$ cat config.mk
export PLATFORM = sky130hd
export DESIGN_NAME = io_responder_flat
export DESIGN_NICKNAME = d
export VERILOG_FILES = /design/src/rtl/io_responder_pkg.sv /design/src/rtl/io_responder_if.sv /design/src/rtl/io_responder_key_fifo.sv /design/src/rtl/io_responder.sv /design/src/flat_wrapper.sv
export SDC_FILE = /design/constraint.sdc
export NUM_CORES = 1
export LEC_CHECK = 0
export ABC_AREA = 1
export BUFFER_PORTS_ARGS = -buffer_cell sky130_fd_sc_hd__buf_2
export CAP_MARGIN = 10
export CORE_MARGIN = 2
export CORE_UTILIZATION = 58
export DETAILED_ROUTE_END_ITERATION = 12
export GPL_TIMING_DRIVEN = 0
export HOLD_SLACK_MARGIN = 0.02
export PLACE_DENSITY = 0.82
export SYNTH_ARGS = -nofsm -noshare
export SYNTH_HDL_FRONTEND = slang
export SYNTH_SLANG_ARGS = --single-unit
$ cat constraint.sdc
create_clock -name clock -period 4.3 [get_ports clock]
set_input_delay 0.645 -clock clock [delete_from_list [all_inputs] [get_ports clock]]
set_output_delay 0.645 -clock clock [all_outputs]
set_load 0.05 [all_outputs]
$ cat src/rtl/io_responder_pkg.sv
// rtl/io_responder_pkg.sv - shared channel encoding and status layout for io_responder
// Purpose: channel select enum, status bit positions, data widths and the
//          keycode read-word formatter shared by the responder slice.
// Ports:   none (package)
package io_responder_pkg;

  localparam int DATA_W  = 15;
  localparam int KEY_W   = 5;
  localparam int COUNT_W = 3;

  typedef enum logic [2:0] {
    CH_NONE   = 3'd0,
    CH_OUT0   = 3'd1,
    CH_OUT1   = 3'd2,
    CH_IN0    = 3'd3,
    CH_KEY    = 3'd4,
    CH_STATUS = 3'd5,
    CH_TIMER  = 3'd6,
    CH_RSVD   = 3'd7
  } io_chan_t;

  localparam int ST_OUT1_VALID = 0;
  localparam int ST_OVERRUN    = 1;
  localparam int ST_KEY_OVF    = 2;
  localparam int ST_TMR_WRAP   = 3;

  // Bit 5 flags "a key is present" so a stored code of 0 is distinguishable
  // from an empty FIFO.
  function automatic logic [DATA_W-1:0] key_word(input logic nonempty,
                                                 input logic [KEY_W-1:0] head);
    return nonempty ? {9'b0, 1'b1, head} : '0;
  endfunction

endpackage

$ cat src/rtl/io_responder_if.sv
// rtl/io_responder_if.sv - core-side I/O select/data bus
// Purpose: groups the core's read/write channel selects, data and stall.
// Ports:   master = core (drives selects, write data, stall; receives read data)
//          slave  = responder (receives selects; drives combinational read data)
interface io_bus_if;
  import io_responder_pkg::*;

  logic [2:0]        IO_read_sel;
  logic [DATA_W-1:0] IO_read_data;
  logic [2:0]        IO_write_sel;
  logic [DATA_W-1:0] IO_write_data;
  logic              stall;

  modport master (
    output IO_read_sel, IO_write_sel, IO_write_data, stall,
    input  IO_read_data
  );

  modport slave (
    input  IO_read_sel, IO_write_sel, IO_write_data, stall,
    output IO_read_data
  );

endinterface

$ cat src/rtl/io_responder_key_fifo.sv
// rtl/io_responder_key_fifo.sv - keycode circular buffer
// Purpose: DEPTH-entry (2 or 4) FIFO of 5-bit keycodes with a separate count.
// Ports:   clock, reset (sync active-high); push/din write side;
//          pop/head read side (head valid when !empty); count, full, empty.
module key_fifo
  import io_responder_pkg::*;
#(
  parameter int DEPTH = 4
) (
  input  logic               clock,
  input  logic               reset,
  input  logic               push,
  input  logic [KEY_W-1:0]   din,
  input  logic               pop,
  output logic [KEY_W-1:0]   head,
  output logic [COUNT_W-1:0] count,
  output logic               full,
  output logic               empty
);

  localparam int                 PW      = $clog2(DEPTH);
  localparam logic [COUNT_W-1:0] DEPTH_C = COUNT_W'(DEPTH);

  logic [KEY_W-1:0] mem [DEPTH];
  logic [PW-1:0]    rd_ptr;
  logic [PW-1:0]    wr_ptr;
  logic             do_push;
  logic             do_pop;

  assign empty = (count == '0);
  assign full  = (count == DEPTH_C);
  assign head  = mem[rd_ptr];

  // A pop frees a slot in the same edge, so a full FIFO still accepts a push
  // when it is popped concurrently.
  assign do_pop  = pop && !empty;
  assign do_push = push && (!full || do_pop);

  always_ff @(posedge clock) begin
    if (reset) begin
      rd_ptr <= '0;
      wr_ptr <= '0;
      count  <= '0;
      for (int i = 0; i < DEPTH; i++) mem[i] <= '0;
    end else begin
      if (do_push) begin
        mem[wr_ptr] <= din;
        wr_ptr      <= wr_ptr + 1'b1;
      end
      if (do_pop) rd_ptr <= rd_ptr + 1'b1;
      case ({do_push, do_pop})
        2'b10:   count <= count + 1'b1;
        2'b01:   count <= count - 1'b1;
        default: count <= count;
      endcase
    end
  end

endmodule

$ cat src/rtl/io_responder.sv
// rtl/io_responder.sv - memory-mapped I/O channel responder
// Purpose: decodes core channel selects; combinational reads, edge-applied
//          writes; output regs, handshaked output port, synchronized
//          discretes, keycode FIFO, W1C status and prescaled timer.
// Ports:   clock, reset (sync active-high); bus (io_bus_if.slave);
//          out0; out1_data/out1_valid/out1_ready handshake; in0_pins (async);
//          key_valid/key_code push; timer_irq (sticky timer-wrap level).
module io_responder
  import io_responder_pkg::*;
#(
  parameter int KEY_DEPTH      = 4,
  parameter int TIMER_PRESCALE = 1024
) (
  input  logic              clock,
  input  logic              reset,
  io_bus_if.slave           bus,
  output logic [DATA_W-1:0] out0,
  output logic [DATA_W-1:0] out1_data,
  output logic              out1_valid,
  input  logic              out1_ready,
  input  logic [DATA_W-1:0] in0_pins,
  input  logic              key_valid,
  input  logic [KEY_W-1:0]  key_code,
  output logic              timer_irq
);

  localparam int             PSW     = (TIMER_PRESCALE > 2) ? $clog2(TIMER_PRESCALE) : 1;
  localparam logic [PSW-1:0] PS_LAST = PSW'(TIMER_PRESCALE - 1);

  io_chan_t            rsel;
  io_chan_t            wsel;
  logic                write_evt;
  logic                pop_evt;
  logic [DATA_W-1:0]   wd;

  logic [DATA_W-1:0]   in0_s1;
  logic [DATA_W-1:0]   in0_s2;
  logic                overrun;
  logic                key_ovf;
  logic                tmr_wrap;
  logic [DATA_W-1:0]   timer;
  logic [PSW-1:0]      presc;

  logic [KEY_W-1:0]    fifo_head;
  logic [COUNT_W-1:0]  fifo_count;
  logic                fifo_full;
  logic                fifo_empty;

  logic                wr_out0, wr_out1, wr_status, wr_timer;
  logic                tick;
  logic                overrun_set, key_ovf_set, wrap_set;
  logic [DATA_W-1:0]   status_word;

  assign rsel = io_chan_t'(bus.IO_read_sel);
  assign wsel = io_chan_t'(bus.IO_write_sel);
  assign wd   = bus.IO_write_data;

  assign write_evt = (wsel != CH_NONE) && !bus.stall;
  assign pop_evt   = (rsel == CH_KEY) && !bus.stall && !fifo_empty;

  assign wr_out0   = write_evt && (wsel == CH_OUT0);
  assign wr_out1   = write_evt && (wsel == CH_OUT1);
  assign wr_status = write_evt && (wsel == CH_STATUS);
  assign wr_timer  = write_evt && (wsel == CH_TIMER);

  // Overrun only when the pending word is lost; a rewrite on the accept edge
  // replaces a word the sink already took.
  assign overrun_set = wr_out1 && out1_valid && !out1_ready;
  assign key_ovf_set = key_valid && fifo_full && !pop_evt;
  assign tick        = (presc == PS_LAST);
  assign wrap_set    = tick && !wr_timer && (timer == 15'h7FFF);

  assign status_word = {8'b0, fifo_count, tmr_wrap, key_ovf, overrun, out1_valid};
  assign timer_irq   = tmr_wrap;

  key_fifo #(.DEPTH(KEY_DEPTH)) u_key_fifo (
    .clock (clock),
    .reset (reset),
    .push  (key_valid),
    .din   (key_code),
    .pop   (pop_evt),
    .head  (fifo_head),
    .count (fifo_count),
    .full  (fifo_full),
    .empty (fifo_empty)
  );

  always_comb begin
    bus.IO_read_data = '0;
    case (rsel)
      CH_OUT0:   bus.IO_read_data = out0;
      CH_OUT1:   bus.IO_read_data = out1_data;
      CH_IN0:    bus.IO_read_data = in0_s2;
      CH_KEY:    bus.IO_read_data = key_word(!fifo_empty, fifo_head);
      CH_STATUS: bus.IO_read_data = status_word;
      CH_TIMER:  bus.IO_read_data = timer;
      default:   bus.IO_read_data = '0;
    endcase
  end

  always_ff @(posedge clock) begin
    if (reset) begin
      out0       <= '0;
      out1_data  <= '0;
      out1_valid <= 1'b0;
      in0_s1     <= '0;
      in0_s2     <= '0;
      overrun    <= 1'b0;
      key_ovf    <= 1'b0;
      tmr_wrap   <= 1'b0;
      timer      <= '0;
      presc      <= '0;
    end else begin
      in0_s1 <= in0_pins;
      in0_s2 <= in0_s1;

      if (wr_out0) out0 <= wd;

      if (wr_out1) begin
        out1_data  <= wd;
        out1_valid <= 1'b1;
      end else if (out1_valid && out1_ready) begin
        out1_valid <= 1'b0;
      end

      if (wr_timer) begin
        timer <= wd;
        presc <= '0;
      end else if (tick) begin
        timer <= timer + 1'b1;
        presc <= '0;
      end else begin
        presc <= presc + 1'b1;
      end

      // Clear first, then set: a same-edge set event wins over W1C.
      if (wr_status && wd[ST_OVERRUN])  overrun  <= 1'b0;
      if (wr_status && wd[ST_KEY_OVF])  key_ovf  <= 1'b0;
      if (wr_status && wd[ST_TMR_WRAP]) tmr_wrap <= 1'b0;
      if (overrun_set) overrun  <= 1'b1;
      if (key_ovf_set) key_ovf  <= 1'b1;
      if (wrap_set)    tmr_wrap <= 1'b1;
    end
  end

endmodule

$ cat src/flat_wrapper.sv
// flat-port wrapper written by rule: the top's interface ports become plain ports
module io_responder_flat import io_responder_pkg::*;
#(
  parameter int KEY_DEPTH      = 4,
  parameter int TIMER_PRESCALE = 1024
)
  (clock, reset, out0, out1_data, out1_valid, out1_ready, in0_pins, key_valid, key_code, timer_irq, bus_IO_read_sel, bus_IO_write_sel, bus_IO_write_data, bus_stall, bus_IO_read_data);
  io_bus_if bus_i ();
  input  logic clock;
  input  logic reset;
  output logic [DATA_W-1:0] out0;
  output logic [DATA_W-1:0] out1_data;
  output logic out1_valid;
  input  logic out1_ready;
  input  logic [DATA_W-1:0] in0_pins;
  input  logic key_valid;
  input  logic [KEY_W-1:0] key_code;
  output logic timer_irq;
  input wire logic [$bits(bus_i.IO_read_sel)-1:0] bus_IO_read_sel;
  input wire logic [$bits(bus_i.IO_write_sel)-1:0] bus_IO_write_sel;
  input wire logic [$bits(bus_i.IO_write_data)-1:0] bus_IO_write_data;
  input wire logic [$bits(bus_i.stall)-1:0] bus_stall;
  output wire logic [$bits(bus_i.IO_read_data)-1:0] bus_IO_read_data;
  assign bus_i.IO_read_sel = bus_IO_read_sel;
  assign bus_i.IO_write_sel = bus_IO_write_sel;
  assign bus_i.IO_write_data = bus_IO_write_data;
  assign bus_i.stall = bus_stall;
  assign bus_IO_read_data = bus_i.IO_read_data;
  io_responder #(.KEY_DEPTH(KEY_DEPTH), .TIMER_PRESCALE(TIMER_PRESCALE)) u_core (.clock(clock), .reset(reset), .bus(bus_i), .out0(out0), .out1_data(out1_data), .out1_valid(out1_valid), .out1_ready(out1_ready), .in0_pins(in0_pins), .key_valid(key_valid), .key_code(key_code), .timer_irq(timer_irq));
endmodule
# Word-level counts from Yosys, hierarchy flattened
# Memory sizes are Yosys's and may differ from the RTL's. A register that Yosys moved wholly into a read port is not among the register bits.
# Index checks and enable logic that the tools add are counted.
dict set report op_classes {
  addsub 6
  n_mul 0
  n_div 0
  order_cmp 0
  n_eq_ne 15
  shift 0
  n_mux 23
  n_bitwise 0
  reduce_logical 36
}
# op n
set op_table {}
lappend op_table {{case mux 15 bit (6 select lines)} 1}
lappend op_table {{two-way mux 15 bit} 2}
lappend op_table {{logical AND 1 bit} 19}
lappend op_table {{== test 3 bit, second input constant} 6}
lappend op_table {{adder 15 x 1 -> 15 bit, second input constant} 1}
lappend op_table {{== test 15 bit, second input constant} 1}
lappend op_table {{two-way mux 1 bit} 14}
lappend op_table {{nonzero test 2 bit} 6}
lappend op_table {{adder 10 x 1 -> 10 bit, second input constant} 1}
lappend op_table {{== test 10 bit, second input constant} 1}
lappend op_table {{== test 3 x 2 -> 1 bit, second input constant} 3}
lappend op_table {{== test 3 x 1 -> 1 bit, second input constant} 2}
lappend op_table {{zero test 1 bit} 6}
lappend op_table {{two-way mux 2 bit} 3}
lappend op_table {{two-way mux 6 bit} 1}
lappend op_table {{case mux 3 bit (2 select lines)} 1}
lappend op_table {{two-way mux 5 bit} 1}
lappend op_table {{OR reduction 5 bit} 1}
lappend op_table {{adder 2 x 1 -> 2 bit, second input constant} 2}
lappend op_table {{adder 3 x 1 -> 3 bit, second input constant} 1}
lappend op_table {{zero test 3 bit} 1}
lappend op_table {{nonzero test 3 bit} 1}
lappend op_table {{OR reduction 3 bit} 1}
lappend op_table {{subtractor 3 x 1 -> 3 bit, second input constant} 1}
lappend op_table {{other kinds (3)} 3}
dict set report totals {
  reg_bits 96
  latch_bits 0
  ram_bits 20
  mem_bits_ro 0
  out_inout_bits 47
  wordCells 94
  memories 1
}
# name depth word_bits read_ports rd_ports_with_merged_regs write_ports line_no
set mem_list {}
lappend mem_list {u_core.u_key_fifo.mem 4 5 1 1 4 io_responder_key_fifo.sv:24} ;# logic [KEY_W-1:0] mem [DEPTH];

# Depth between registers and ports, before layout
# Gate-level depths: netlist (run 1).
dict set report depth {
  ltp_word 11
  ltp_mapped 11
  ltp_nobuf 11
}

# By module
# Synthesis (run 1) repeated with hierarchy kept, for this count alone.
dict set report unflattened {
  cells_unflattened 718
  area_unflattened_um2 5456.5
}
# mod n_inst cells_each area_each_um2 seq_area_each_um2
set by_module_without_submodules {}
lappend by_module_without_submodules {io_responder 1 574 4112.7 1781.7}
lappend by_module_without_submodules {key_fifo 1 144 1343.8 780.7}

# Least setup slack after synthesis (run 1)
# Ideal clock, no wire load.
dict set report synth_path {
  path_kind {input port to output port}
  startpoint {input bus_IO_read_sel[0]}
  endpoint {output bus_IO_read_data[10]}
  t_arrival_ns 1.883
  t_required_ns 3.655
  slack_ns 1.772
  cell_stages 4
  path_cell_list {inv_1 -> nand3_1 -> buf_2 -> o2111ai_1}
}
dict set report synth_via {
  elab_chain_len 2
  word_cells_on_any_way 7
  cone_classes {eq/ne (6); mux (1)}
}
# element line_no
set synth_lines {}
lappend synth_lines {{start: declaration} flat_wrapper.sv:19} ;# input wire logic [$bits(bus_i.IO_read_sel)-1:0] bus_IO_read_sel;
lappend synth_lines {{== test 3 bit, or another cell as far along} io_responder.sv:90} ;# case (rsel)
lappend synth_lines {{case mux 15 bit (6 select lines) (*)} io_responder.sv:90}
lappend synth_lines {{end: declaration} flat_wrapper.sv:23} ;# output wire logic [$bits(bus_i.IO_read_data)-1:0] bus_IO_read_data;
# Mark *: on every way between the ends. The rest lies on a longest branch, timed or not.

# Worst setup path in the final report (run 1)
dict set report layout_path {
  startpoint {input bus_IO_read_sel[2]}
  endpoint {output bus_IO_read_data[10]}
}
# Same word-level chain as after synthesis.

==> results of run 1 <==
[path summary, 6_finish.rpt]
path	start	endpoint	slack, ns	cells after the start
worst max register to register	u_core.u_key_fifo.count[1]	u_core.u_key_fifo.count[2]	2.09	10
worst min register to register	u_core.in0_s1[10]	u_core.in0_s2[10]	0.40	2
worst min-delay path	in0_pins[8]	u_core.in0_s1[8]	0.33	3
worst max-delay path	bus_IO_read_sel[2]	bus_IO_read_data[10]	1.54	8
[worst max-delay path, cell delays in order]
cell       delay [ns]
buf_2            0.13
inv_1            0.11
nand3_1          0.09
inv_1            0.18
clkbuf_1         0.43
nand2_1          0.10
o2111ai_1        0.12
buf_2            0.31
[cell type report]
class | count | area, um^2
fillers | 688 | 2290
flip-flops and latches | 118 | 2560
inverters | 103 | 389
well taps | 108 | 135
clock buffers | 20 | 478
multi-input cells | 475 | 2240
clock inverters | 12 | 138
plain buffers | 27 | 119
repair buffers | 91 | 455
[placed cells by master, fill, tap and decap left out, types with 2 or more instances in the layout]
cell type,synthesis,final
nand4_1,19,19
clkbuf_8,0,2
nand2_1,111,111
o2111ai_1,8,8
xnor2_1,2,2
clkbuf_16,0,18
bufinv_16,0,2
o21ai_1,2,2
clkinv_2,0,2
nor2_2,2,2
dfxtp_1,98,98
nor3b_1,2,2
nor3_1,5,5
ha_1,3,3
nand3_1,40,40
o22ai_1,7,7
clkinv_1,2,2
buf_2,5,96
nand2_2,5,5
nor2_4,3,3
xor2_1,4,4
o21ai_0,64,64
inv_6,0,4
a21oi_1,46,46
or2_2,2,2
clkinv_4,0,2
clkbuf_1,19,19
clkinvlp_4,0,2
nor2_1,144,144
inv_1,99,99
edfxtp_1,20,20
[through the flow]
stage	cells	utilization, %	worst slack [ns]	area (um^2)	total power, mW
detailed placement	922	67.0	1.62	5900	1.46
floorplan	723	-	1.77	5310	1.37
global route	954	74.0	1.37	6520	2.98
global placement	922	67.0	1.62	5900	1.45
CTS	954	74.0	1.57	6520	2.90
finish	954	74.0	1.54	6520	2.91
[power groups by stage]
| stage | Combinational, mW | Sequential (mW) | Clock, mW |
|---|---|---|---|
| 2_1_floorplan | 0.129 | 1.24 | 0 |
| 3_3_place_gp | 0.238 | 1.21 | 0 |
| 3_5_place_dp | 0.244 | 1.21 | 0 |
| 4_1_cts | 0.248 | 1.19 | 1.46 |
| 5_1_grt | 0.274 | 1.20 | 1.51 |
| 6_report | 0.252 | 1.19 | 1.46 |
[cell usage after synthesis, drive strengths merged]
cell type	count	area share, %
and2	1	0.12
nor2	150	11
nor3b	2	0.28
o2111ai	8	1.3
o21a	1	0.14
nand3	41	4.0
nor3	5	0.47
o21ai	66	6.2
or2	2	0.24
clkinv	2	0.14
inv	101	7.2
fa	1	0.38
nand2	116	8.4
edfxtp	20	11
o22ai	7	0.82
clkbuf	19	1.3
xor2	4	0.66
xnor2	2	0.33
nand4	19	2.2
dfxtp	98	37
ha	3	0.71
buf	8	0.89
o31ai	1	0.14
a21oi	46	4.3
[per-layer routing]
layer / part of all wire (%) / vias to the layer above / GRT usage (%)
li1: - / 2554 / -
met5: 0 / - / 0
met2: 47 / 268 / 50.8
met1: 42 / 2440 / 42.3
met3: 8.8 / 30 / 6.89
met4: 2.2 / 0 / 12.8
[logic make-up after synthesis]
logic type,Yosys count
AO/OA/AOI/OAI,129
XOR/XNOR,6
buffers and inverters,130
flip-flops,118
AND/OR/NAND/NOR,336
adder cells (fa/ha/maj),4
[state kept, by name, summed over array words and instances (netlist names), 2 cells and up, named ones only]
name and cells:
u_core.in0_s1 15, u_core.in0_s2 15, u_core.out0 15, u_core.out1_data 15, u_core.presc 10, u_core.timer 15
u_core.u_key_fifo.count 3, u_core.u_key_fifo.mem 20, u_core.u_key_fifo.rd_ptr 2, u_core.u_key_fifo.wr_ptr 2
==> results.cfg, run 1 <==
[drt]
dr.pass1.iters = 5
avgViaCountPerCell = 5.55
drt-initial-drc-count = 465
vias = 5292
wl_um = 15200
drc = 0
ant_nets = 0
wl_per_cell_um = 16.0

[timing]
fmax_mhz = 362
rsz0062_at_grt = no
fin_worst_skew_ns = 0.0102
worst_pin_slew_ns = 0.945
drv_slew = 0
setup_tns_ns = 0
hold_violations = 0
slew_headroom_pct = 36.4
period_minus_slack_ns = 2.76
finalSetupViolations = 0
finalCritPeriodShare_pct = 64.3
holdWs_ns = 0.330

[clock_tree]
cts_sinks = 118
cts_tree = done
cts_made_buffers = 17
ctsHoldBuffers = 0
worstSkewPairLatency_ns = 0.51
ctsResizeCount = 0
ctsLongestPathBuffers = 2
cts_root_buf = clkbuf_8
cts_htree_levels = 4
postCtsSetupRepairBufs = 0
clk_pin_slew_ns = 0.06

[power]
p_sw_mw = 0.753
cellPowerDensity_mw_per_mm2 = 446
clock_power_share_pct = 50.3
power_leakage_nw = 2.86
seq_power_share_pct = 41.1
swShare_pct = 25.9
ir_worst_vdd_v = 0.000381
pwr-share-comb_pct = 8.7
internal_power_mw = 2.15

[global_route]
grt_max_degree = 17
antenna_found_initial = 0
grt_pass1_vias = 4936
track_usage_pct = 31.9
grt_pass1_wl_um = 24300
gr-total-overflow = 0

[setup_path]
crit_arrival_ns = 2.12
crit_required_ns = 3.65
critical_path_class = in -> out
crit_path_start_kind = input port
end_kind = primary output
cp_max_fo = 10

[final_layout]
nNetsFinal = 883
area_growth_pct = 22.7
drive_gt1_share_pct = 17.3
antennaDiodeCount = 0

[synthesis]
yosysSeqAreaShare_pct = 48.2
synth_area_mm2 = 0.00531
yosysWarnings = 0
avgSynthCellArea_um2 = 7.35
synthSimpleGateAreaFrac_pct = 27.2
ys_ff_latch = 118
yosys.area_share.adder_pct = 1.08
synth_compound_area_share_pct = 13.0
syn_nets = 773
synth_top_family_by_area = simple AND/OR/NAND/NOR gates
synthDistinctLibCells = 35
muxShareOfSynthArea_pct = 0
syn-instance-count = 723
synth_xor_area_share_pct = 0.989

[floorplan]
rows = 34
die-area_mm2 = 0.00994
die_h_um = 99.7
ioPinCount = 93
die_w_um = 99.7
start_util_pct = 60.3
core_area_mm2 = 0.00881

[placement]
gp_congestion = 0.947
dp_hpwl_um = 10800
port_buffers = 91

[run]
cap_violations = 0

[status]
status = complete, no violations

[min_path]
min_path_type = in -> reg
No activity file was read; power rests on OpenSTA's default activity.
==> run 2, diff against run 1 <==
--- a/config.mk
+++ b/config.mk
@@ -9,11 +9,11 @@
 export BUFFER_PORTS_ARGS = -buffer_cell sky130_fd_sc_hd__buf_2
 export CAP_MARGIN = 10
 export CORE_MARGIN = 2
-export CORE_UTILIZATION = 58
+export CORE_UTILIZATION = 50
 export DETAILED_ROUTE_END_ITERATION = 12
 export GPL_TIMING_DRIVEN = 0
 export HOLD_SLACK_MARGIN = 0.02
-export PLACE_DENSITY = 0.82
+export PLACE_DENSITY = 0.75
 export SYNTH_ARGS = -nofsm -noshare
 export SYNTH_HDL_FRONTEND = slang
 export SYNTH_SLANG_ARGS = --single-unit
==> constraint.sdc (replaced) <==
create_clock -name clock -period 2.3 [get_ports clock]
set_input_delay 0.345 -clock clock [delete_from_list [all_inputs] [get_ports clock]]
set_output_delay 0.345 -clock clock [all_outputs]
set_load 0.05 [all_outputs]
==> run 2 against run 1 <==
Against the previous run: routed wire length rose by 1.2%; non-clock buffer count rose by 14; clock skew fell by 0.0020 ns; register-to-register slack got worse by 1.8 ns; sequential power rose by 87%; critical path depth did not move; setup slack got worse by 1.4 ns; final cell count rose by 4.4%; via count rose by 0.77%; count of clock-buffer cells in the layout rose by 3.
==> results.cfg, run 2 (synthesis gave the netlist of run 1 again) <==
[status]
status = complete, no violations

[min_path]
hold_start = bus_IO_write_data[2]
min_path_type = in -> reg
hold_end = u_core.out0[2]
holdPathStages = 3

[run]
cap_violations = 0

[floorplan]
rows = 37
die-area_mm2 = 0.0115
die_h_um = 107
start_util_pct = 51.5
die_w_um = 107
core_area_mm2 = 0.0103
ioPinCount = 93

[drt]
top_layer_used = met4
wl_met3_um = 1280
wl_um = 15400
met2RoutedLength_um = 7230
vias = 5333
avgViaCountPerCell = 5.35
wl_per_cell_um = 15.5
ant_nets = 0
dr.pass1.iters = 5
drc = 0
drt-met1-wl_um = 6510
drt-initial-drc-count = 408

[global_route]
grt_pass1_vias = 4844
track_usage_pct = 27.5
grt_max_degree = 17
grt_pass1_wl_um = 24000
antenna_found_initial = 0
gr-total-overflow = 0

[clock_tree]
cts_root_buf = clkbuf_8
postCtsSetupRepairBufs = 0
cts_made_buffers = 17
cts_htree_levels = 4
ctsLongestPathBuffers = 2
cts_tree = done
worstSkewPairLatency_ns = 0.53
clk_pin_slew_ns = 0.06
cts_sinks = 118

[final_layout]
top_register = u_core.u_key_fifo.mem
instances_no_fill = 996
multi_input_area_mm2 = 0.00225
drive_gt1_share_pct = 17.4
antennaDiodeCount = 0
ff_latch_area_mm2 = 0.00256
design_area_mm2 = 0.00674
fillers = 891
area_growth_pct = 26.8
nNetsFinal = 898
largest_reg_flops = 20
post-route-util_pct = 65.3
final_cell_mix = nor2_1 (143), nand2_1 (111), inv_1 (99)
final_common_cell = nor2_1

[setup_path]
ff2ff_setup_slack_ns = 0.25
r2r_end = u_core.u_key_fifo.count[2]
critical_path_class = reg -> out
cp_cell_sequence = buf_6 > nor2_1 > nor2_1 > o21ai_0 > o21ai_0 > nand2_1 > nand3_1 > buf_6
end_kind = primary output
crit_arrival_ns = 1.86
crit_required_ns = 1.96
cp_max_fo = 10
r2r-start = u_core.u_key_fifo.count[1]
critPathSlowestCell = dfxtp_2
max_stage_delay_ns = 0.39
worstRegToRegCells = 10
crit_path_start_kind = flip-flop

[timing]
hold_violations = 0
period_minus_slack_ns = 2.21
slew_headroom_pct = 47.4
rsz0062_at_grt = no
finalWorstSetupSlack_ns = 0.0925
setup_tns_ns = 0
fin_worst_skew_ns = 0.00818
finalCritPeriodShare_pct = 96.0
fmax_mhz = 453
worst_pin_slew_ns = 0.782
drv_slew = 0
finalSetupViolations = 0
holdWs_ns = 0.122

[power]
ir_worst_vdd_v = 0.000579
internal_power_mw = 4.17
power_leakage_nw = 2.92
clock_power_share_pct = 50.1
seq_power_share_pct = 40.8
cellPowerDensity_mw_per_mm2 = 812
pwr-share-comb_pct = 9.1
swShare_pct = 23.8
p_sw_mw = 1.30
total_power_mw = 5.47

[placement]
place_ws_ns = 0.0425
dp.cells = 950
gp_congestion = 0.957
post_dp_cell_area_mm2 = 0.00594
port_buffers = 91
dp_hpwl_um = 11100
-- run 2: cell type report --
cell class / count / share of cell area [%]
timing repair buffer: 106 / 9.19
multi-input combinational: 475 / 33.4
clock inverter: 8 / 2.17
buffer: 26 / 1.84
clock buffer: 23 / 6.93
timing repair inverter: 1 / 0.0743
tap: 136 / 2.53
sequential: 118 / 38.1
inverter: 103 / 5.83
-- run 2: critical path, delay by kind of cell (launching register included) --
kind                   cells  cell delay (ns)
AND/OR/NAND/NOR            4             0.38
flip-flops                 1             0.39
AO/OA/AOI/OAI              2             0.23
buffers and inverters      2             0.33
-- run 2: power by group through the flow --
| stage | combinational (mW) | sequential, mW | clock (mW) |
|---|---|---|---|
| finish | 0.497 | 2.23 | 2.74 |
| global route | 0.541 | 2.24 | 2.85 |
| CTS | 0.486 | 2.23 | 2.76 |
| detailed placement | 0.460 | 2.27 | 0 |
| global placement | 0.450 | 2.27 | 0 |
| floorplan | 0.241 | 2.32 | 0 |
-- run 2: worst max path at each step --
stage	endpoint	slack, ns	from
6_report	bus_IO_read_data[4]	0.09	flip-flop
2_1_floorplan	bus_IO_read_data[10]	0.37	bus_IO_read_sel[0]
4_1_cts	bus_IO_read_data[2]	0.02	flip-flop
5_1_grt	bus_IO_read_data[4]	0.02	flip-flop
3_3_place_gp	u_core.u_key_fifo.mem[0][2]	0.09	bus_IO_read_sel[1]
3_5_place_dp	u_core.u_key_fifo.mem[0][4]	0.04	bus_IO_read_sel[1]
-- run 2: routing by layer --
metal | track usage (%) | vias up
met2 | 43.5 | 251
li1 | - | 2580
met3 | 6.93 | 44
met1 | 35.5 | 2458
met5 | 0 | -
met4 | 12.0 | 0
-- run 2: timing repair --
action	in CTS	in global routing
hold buffers	15	0
setup endpoints to repair	6	8
hold endpoints to repair	15	0
cloned	0	1
gates resized for setup	4	14
